$ cat config.mk
export PLATFORM = sky130hd
export DESIGN_NAME = writeback_logic_gen
export DESIGN_NICKNAME = d
export VERILOG_FILES = /design/src/rtl/qkv_mem_pkg.sv /design/src/rtl/qkv_tile_addr_gen.sv /design/src/rtl/writeback_logic_gen.sv
export SDC_FILE = /design/constraint.sdc
export NUM_CORES = 1
export LEC_CHECK = 0
export BUFFER_PORTS_ARGS = -buffer_cell sky130_fd_sc_hd__clkbuf_2
export CORE_UTILIZATION = 30
export CTS_CLUSTER_DIAMETER = 200
export CTS_CLUSTER_SIZE = 12
export DETAILED_ROUTE_END_ITERATION = 6
export SLEW_MARGIN = 20
export SYNTH_ARGS = -nofsm -noshare
export SYNTH_HDL_FRONTEND = slang
export SYNTH_SLANG_ARGS = --single-unit
$ cat constraint.sdc
create_clock -name clk -period 5.7 [get_ports clk]
set_input_delay 0.285 -clock clk [delete_from_list [all_inputs] [get_ports clk]]
set_output_delay 0.285 -clock clk [all_outputs]
set_load 0.01 [all_outputs]
$ cat src/rtl/qkv_mem_pkg.sv
// Shared constants and FSM encoding for the Q/K/V
// BRAM writer and its tile address generator.
package qkv_mem_pkg;

  localparam int COLS_WORDS   = 24;
  localparam int TILE_DIM     = 32;
  localparam int TILE_ROWS    = 16;
  localparam int MATRIX_WORDS = 12288;

  localparam int Q_BASE = 0;
  localparam int K_BASE = MATRIX_WORDS;
  localparam int V_BASE = 2 * MATRIX_WORDS;

  typedef enum logic {
    S_IDLE  = 1'b0,
    S_STORE = 1'b1
  } wb_state_e;

endpackage

$ cat src/rtl/qkv_tile_addr_gen.sv
// Tile position and in-tile row counters; produces the
// region-relative word offset without a multiplier.
module qkv_tile_addr_gen
  import qkv_mem_pkg::*;
#(
  parameter int AW     = 16,
  parameter int CWORDS = COLS_WORDS,
  parameter int TDIM   = TILE_DIM,
  parameter int TROWS  = TILE_ROWS
) (
  input  logic          clk,
  input  logic          rst_n,
  input  logic          clr,
  input  logic          start,
  input  logic          beat,
  output logic [AW-1:0] offset,
  output logic          last_beat,
  output logic          last_tile
);

  localparam int CB = $clog2(CWORDS);
  localparam int RB = $clog2(TROWS);
  localparam int BB = $clog2(TDIM);

  localparam logic [AW-1:0] ROW_STEP  = AW'(CWORDS);
  localparam logic [AW-1:0] TILE_STEP = AW'(CWORDS * TDIM);

  logic [CB-1:0] tile_col;
  logic [RB-1:0] tile_row;
  logic [BB-1:0] r;
  logic [AW-1:0] row_base;
  logic [AW-1:0] trow_base;
  logic          col_last;
  logic          row_last;

  assign col_last  = tile_col == CB'(CWORDS - 1);
  assign row_last  = tile_row == RB'(TROWS - 1);
  assign last_beat = r == BB'(TDIM - 1);
  assign last_tile = col_last && row_last;
  assign offset    = row_base + AW'(tile_col);

  // trow_base remembers tile_row*TDIM*CWORDS so row_base
  // can rewind after a tile that stays in the same tile-row
  always_ff @(posedge clk or negedge rst_n) begin
    if (!rst_n) begin
      tile_col  <= '0;
      tile_row  <= '0;
      r         <= '0;
      row_base  <= '0;
      trow_base <= '0;
    end else if (clr) begin
      tile_col  <= '0;
      tile_row  <= '0;
      r         <= '0;
      row_base  <= '0;
      trow_base <= '0;
    end else if (start) begin
      r        <= '0;
      row_base <= trow_base;
    end else if (beat) begin
      if (last_beat) begin
        r <= '0;
        if (col_last) begin
          tile_col <= '0;
          if (row_last) begin
            tile_row  <= '0;
            trow_base <= '0;
            row_base  <= '0;
          end else begin
            tile_row  <= tile_row + 1'b1;
            trow_base <= trow_base + TILE_STEP;
            row_base  <= trow_base + TILE_STEP;
          end
        end else begin
          tile_col <= tile_col + 1'b1;
          row_base <= trow_base;
        end
      end else begin
        r        <= r + 1'b1;
        row_base <= row_base + ROW_STEP;
      end
    end
  end

endmodule

$ cat src/rtl/writeback_logic_gen.sv
// Port A writer for the Q/K/V BRAM: accepts result rows
// and places each 32x32 tile in row-major order.
module writeback_logic_gen
  import qkv_mem_pkg::*;
#(
  parameter int ADDR_WIDTH       = 16,
  parameter int ORIGINAL_COLUMNS = 768,
  parameter int ORIGINAL_ROWS    = 512,
  parameter int NUM_BITS         = 8,
  parameter int DATA_WIDTH       = 256
) (
  input  logic                  clk,
  input  logic                  rst_n,
  input  logic                  start_store,
  input  logic                  reset_addr_counter,
  input  logic [2:0]            Buffer_Select,
  input  logic                  in_valid,
  input  logic [DATA_WIDTH-1:0] in_data,
  output logic                  in_ready,
  output logic                  ena,
  output logic                  wea,
  output logic [ADDR_WIDTH-1:0] addra,
  output logic [DATA_WIDTH-1:0] dina,
  output logic                  store_done,
  output logic                  matrix_done,
  output logic                  sel_err
);

  localparam int CW = ORIGINAL_COLUMNS * NUM_BITS / DATA_WIDTH;
  localparam int TR = ORIGINAL_ROWS / TILE_DIM;
  localparam int MW = ORIGINAL_ROWS * CW;

  wb_state_e             state;
  logic [ADDR_WIDTH-1:0] base_q;
  logic [ADDR_WIDTH-1:0] base_d;
  logic [ADDR_WIDTH-1:0] offset;
  logic                  last_beat;
  logic                  last_tile;
  logic                  sel_ok;
  logic                  go;
  logic                  beat;
  logic                  wr_q;

  assign in_ready = state == S_STORE;
  assign sel_ok   = Buffer_Select < 3'd3;
  assign go       = (state == S_IDLE) && start_store
                    && !reset_addr_counter;
  assign beat     = in_valid && in_ready && !reset_addr_counter;
  assign ena      = wr_q;
  assign wea      = wr_q;

  always_comb begin
    base_d = '0;
    unique case (1'b1)
      Buffer_Select == 3'd1: base_d = ADDR_WIDTH'(MW);
      Buffer_Select == 3'd2: base_d = ADDR_WIDTH'(2 * MW);
      default:               base_d = '0;
    endcase
  end

  qkv_tile_addr_gen #(
    .AW     (ADDR_WIDTH),
    .CWORDS (CW),
    .TDIM   (TILE_DIM),
    .TROWS  (TR)
  ) u_addr (
    .clk       (clk),
    .rst_n     (rst_n),
    .clr       (reset_addr_counter),
    .start     (go && sel_ok),
    .beat      (beat),
    .offset    (offset),
    .last_beat (last_beat),
    .last_tile (last_tile)
  );

  always_ff @(posedge clk or negedge rst_n) begin
    if (!rst_n) begin
      state       <= S_IDLE;
      base_q      <= '0;
      sel_err     <= 1'b0;
      wr_q        <= 1'b0;
      addra       <= '0;
      dina        <= '0;
      store_done  <= 1'b0;
      matrix_done <= 1'b0;
    end else begin
      wr_q        <= beat;
      store_done  <= beat && last_beat;
      matrix_done <= beat && last_beat && last_tile;
      if (beat) begin
        addra <= base_q + offset;
        dina  <= in_data;
      end
      if (reset_addr_counter) begin
        state   <= S_IDLE;
        sel_err <= 1'b0;
      end else if (go) begin
        if (sel_ok) begin
          state  <= S_STORE;
          base_q <= base_d;
        end else begin
          sel_err <= 1'b1;
        end
      end else if (beat && last_beat) begin
        state <= S_IDLE;
      end
    end
  end

endmodule

==> impl.org <==
** Synthesis
- Summing the sequential cell areas from Yosys gives 60.9% of the chip area.
- Number of instances in the synthesized netlist :: 1508
- Dividing the synthesized area by the synthesized cell count gives 8.88 µm².
- Async set-or-reset flop fraction in the synthesized netlist :: 100%
- Yosys printed 0 warnings.
- The synthesized netlist occupies a cell area of 13400 µm².
- The most used flip-flop cell after synthesis is sky130_fd_sc_hd__dfrtp_1.
- In this run, synthesis produced a sequential element count of 326.
- Library cells used by synthesis :: 62
- The number of nets handed over by synthesis was 1787.
- Number of enable-type register cells in the synthesized netlist :: 0

** STA
- Unrepaired setup endpoints after global routing :: no
- Measured against its own limit, the worst slew margin works out to 6.45%.
- Count of endpoints failing setup in the final report :: 0
- Timing would allow up to 371 MHz.
- Min cycle time layout :: 2700 ps
- Final-report hold violation count :: 0
- Worst Max-Slew Pin Slew :: 1400 ps
- Sum of negative setup slack :: 0 ps
- The clock arrives with 27.7 ps of skew.
- Final cycle utilization of the critical path :: 47.3%
- Total count of max-transition violations in the final report :: 0

** Worst setup path
- Maximum net fanout on the critical path :: 13
- Data required, critical path :: 6170 ps
- STA puts the critical path data arrival time at 3170 ps.
- The startpoint identified for the worst register-to-register timing path is u_addr.r[0].
- STA classifies the critical path startpoint as a register.
- The worst setup path is captured at a register.
- Launching instance or port of the critical path :: u_addr.r[0]
- The worst setup path is of the register to register kind.

** Global route
- Wire length of the first global-routing pass :: 68.7 mm
- The via count of the first global-routing pass came to 13119.
- Overflow left after global routing :: 0
- Antenna violations before repair :: 4
- Maximum number of pins on one net before global-route repair :: 211
- GRT Resource Usage Total :: 18.8%

** Placement
- Detailed placement ended at an HPWL of 29.6 mm.
- The congestion estimate from routability-driven global placement came to 0.821.
- Buffers placed on the I/O ports in this run total 541.

** Routing
- After the first detailed-routing iteration, the DRC count stood at 916.
- First-pass detailed-route iteration total :: 5
- DRC viols :: 0
- Wire length per cell after detailed routing :: 15.9 µm
- Remaining number of nets flagged by the antenna check after routing :: 0
- For this block, the routed nets add up to 45.6 mm of wire.
- Via count :: 13109
- In the routed layout, each cell is associated on average with a via count of 4.58.

** Power
- The clock network accounts for 27.9% of the total power.
- Total leakage power :: 11.0 nW
- Total power for the finished layout comes to 6.51 mW.
- The internal portion of the total power is 4.44 mW.
- Maximum resistive drop on vdd :: 0.229 mV
- Psw :: 2.07 mW
- Net switching fraction of the power :: 31.8%
- The share of total power dissipated in combinational logic is 24.7%.
- Pwr per Cell Area :: 326 nW/µm²
- Share of power burned in registers :: 47.5%

** Layout
- Compared with the post-synthesis result, the final layout area differs by 49.1%.
- The multi-input combinational cells in the finished layout cover a total of 4840 µm².
- NumNets Final :: 2542
- Core occupancy in the finished layout :: 45.2%
- Area of all sequential standard cells :: 8160 µm²
- The filler cells instantiated in the layout total 4157.
- The post-route netlist has 26.0% of its cells at a drive strength greater than 1.

** Clocking
- Counting every sink on the clock net gives 326.
- Clock latency of the later-clocked register in the worst-skew pair :: 580 ps
- Num CTS Buffers :: 31
- H-tree level count :: 1
- CTS tree :: built
- Counting along the longest clock path gives a buffer depth of 3.
- Worst-path clk slew :: 60 ps
- The cell sitting at the root of the clock tree is a sky130_fd_sc_hd__clkbuf_16.

** Floorplanning
- After floorplanning, the core was divided into 77 placement rows.
- The initial utilization of the core area, before any placement, comes to 30.3%.
- Placeable Area :: 44100 µm²
- I/O pins :: 542
- Measured along the x axis, the die boundary spans 213 µm.
- In this run the vertical extent of the chip is 213 µm.
- The floorplan step defined a die boundary enclosing 45500 µm².

** Job
- Count of max-cap constraint violations :: 0

** Hold path
- Hold Crit Class :: primary input to register
- Startpoint of the lowest-slack hold path :: Buffer_Select[1]

** Status
- The flow ran to the end, and the final reports show no timing, DRC or antenna violations.
routing by layer:
layer | vias to the layer above | wire [µm] | global-route usage, %
li1 | 6263 | - | -
met1 | 6186 | 18300 | 22.6
met2 | 548 | 21700 | 31.6
met3 | 110 | 3940 | 4.96
met4 | 2 | 1700 | 7.78
met5 | - | 12 | 0
metrics by stage:
step,instances,instance area [µm²],hold slack (ps),setup WS [ps]
final,2860,20000,30.1,3000
after floorplan,1508,13400,-10.6,3740
after global placement,2565,16600,302,2440
after global routing,2858,20000,51.2,2630
after detailed placement,2565,16600,295,2380
after CTS,2855,20000,3.15,2720
cells in the mapped netlist, types with 3 or more instances:
master / instances / share of area, %
sky130_fd_sc_hd__nand2_1: 814 / 23
sky130_fd_sc_hd__dfrtp_1: 326 / 61
sky130_fd_sc_hd__clkbuf_1: 71 / 2.0
sky130_fd_sc_hd__nor2_1: 40 / 1.1
sky130_fd_sc_hd__o21ai_0: 37 / 1.4
sky130_fd_sc_hd__a21oi_1: 26 / 0.97
sky130_fd_sc_hd__ha_1: 14 / 1.3
sky130_fd_sc_hd__and2_1: 13 / 0.61
sky130_fd_sc_hd__nand3_1: 13 / 0.49
sky130_fd_sc_hd__nor3_1: 12 / 0.45
sky130_fd_sc_hd__inv_1: 11 / 0.31
sky130_fd_sc_hd__xor2_1: 10 / 0.65
sky130_fd_sc_hd__xnor2_1: 9 / 0.59
sky130_fd_sc_hd__and3_1: 7 / 0.33
sky130_fd_sc_hd__nand4_1: 7 / 0.33
sky130_fd_sc_hd__a31oi_1: 6 / 0.28
sky130_fd_sc_hd__buf_1: 6 / 0.17
sky130_fd_sc_hd__a21o_1: 5 / 0.28
sky130_fd_sc_hd__a22oi_1: 5 / 0.28
sky130_fd_sc_hd__o22ai_1: 5 / 0.23
sky130_fd_sc_hd__a22o_1: 4 / 0.26
sky130_fd_sc_hd__buf_6: 4 / 0.34
sky130_fd_sc_hd__o21ai_1: 4 / 0.15
sky130_fd_sc_hd__o31ai_1: 4 / 0.22
sky130_fd_sc_hd__a221oi_1: 3 / 0.20
sky130_fd_sc_hd__nor2b_1: 3 / 0.14
sky130_fd_sc_hd__nor4_1: 3 / 0.14
sky130_fd_sc_hd__o21a_1: 3 / 0.17
sky130_fd_sc_hd__or3_1: 3 / 0.14
final cells by class:
cell class,instances,share of cell area [%]
flip-flops and latches,326,40.9
multi-input cells,1088,24.3
clock inverters,2,0.100
clock buffers,31,3.89
well taps,592,3.71
diodes,5,0.0627
repair buffers,805,26.9
inverters,11,0.244
layout by cell type (no fill, tap or decap), types with 6 or more instances in the layout:
| cell type | netlist | final |
|---|---|---|
| sky130_fd_sc_hd__a21oi_1 | 26 | 26 |
| sky130_fd_sc_hd__a31oi_1 | 6 | 6 |
| sky130_fd_sc_hd__and2_1 | 13 | 13 |
| sky130_fd_sc_hd__and3_1 | 7 | 7 |
| sky130_fd_sc_hd__clkbuf_16 | 0 | 31 |
| sky130_fd_sc_hd__clkbuf_2 | 0 | 540 |
| sky130_fd_sc_hd__dfrtp_1 | 326 | 326 |
| sky130_fd_sc_hd__dlygate4sd3_1 | 0 | 257 |
| sky130_fd_sc_hd__ha_1 | 14 | 14 |
| sky130_fd_sc_hd__inv_1 | 11 | 10 |
| sky130_fd_sc_hd__nand2_1 | 814 | 814 |
| sky130_fd_sc_hd__nand3_1 | 13 | 13 |
| sky130_fd_sc_hd__nand4_1 | 7 | 7 |
| sky130_fd_sc_hd__nor2_1 | 40 | 40 |
| sky130_fd_sc_hd__nor3_1 | 12 | 12 |
| sky130_fd_sc_hd__o21ai_0 | 37 | 37 |
| sky130_fd_sc_hd__xnor2_1 | 9 | 9 |
| sky130_fd_sc_hd__xor2_1 | 10 | 10 |
worst max-delay path, cell delays in order (launching register included):
cell	delay [ps]
sky130_fd_sc_hd__dfrtp_1	430
sky130_fd_sc_hd__ha_1	190
sky130_fd_sc_hd__and3_1	180
sky130_fd_sc_hd__ha_1	440
sky130_fd_sc_hd__nand3_1	390
sky130_fd_sc_hd__nor2_1	390
sky130_fd_sc_hd__a21oi_1	300
sky130_fd_sc_hd__and2_1	260
final timing paths:
check,to,slack (ps),depth (start not counted)
max in group asynchronous,dina[155],4010,3
worst max register to register,u_addr.trow_base[4],3000,7
worst min-delay path,base_q[13],30,3
min in group asynchronous,dina[58],250,2
worst min register to register,dina[115],470,2
worst max-delay path,u_addr.trow_base[4],3000,7
repair_timing:
action	CTS	global route
endpoints found under the hold margin	331	0
gates resized for setup	0	0
setup buffers	0	0
hold buffers	257	0
setup endpoints to repair	0	0
cell families (layout without fill, tap and decap cells):
group                      after synthesis  in the layout  share of synthesized area (%)
and+or+nand+nor                        931            931                           27.6
DFF                                    326            326                           60.9
AOI/OAI and AO/OA                      123            123                           5.89
buffers and inverters                   94            849                           2.90
xor gates and xnor gates                19             19                           1.24
adders and majority gates               15             15                           1.46
other                                    0              5                              0
power groups by stage:
| stage | clock (mW) | sequential (mW) | combinational, mW |
|---|---|---|---|
| 3_3_place_gp | 0 | 3.10 | 1.44 |
| 2_1_floorplan | 0 | 3.31 | 0.406 |
| 3_5_place_dp | 0 | 3.11 | 1.45 |
| 5_1_grt | 1.96 | 3.15 | 1.78 |
| 4_1_cts | 1.88 | 3.08 | 1.60 |
| 6_report | 1.82 | 3.09 | 1.61 |
sequential cells by signal (all words and copies together), names as in the netlist:
| signal | count |
|---|---|
| addra | 16 |
| base_q | 3 |
| dina | 256 |
| ena | 1 |
| in_ready | 1 |
| matrix_done | 1 |
| sel_err | 1 |
| store_done | 1 |
| u_addr.r | 5 |
| u_addr.row_base | 16 |
| u_addr.tile_col | 5 |
| u_addr.tile_row | 4 |
| u_addr.trow_base | 16 |
Note: power is estimated with default switching activity, not from simulation.
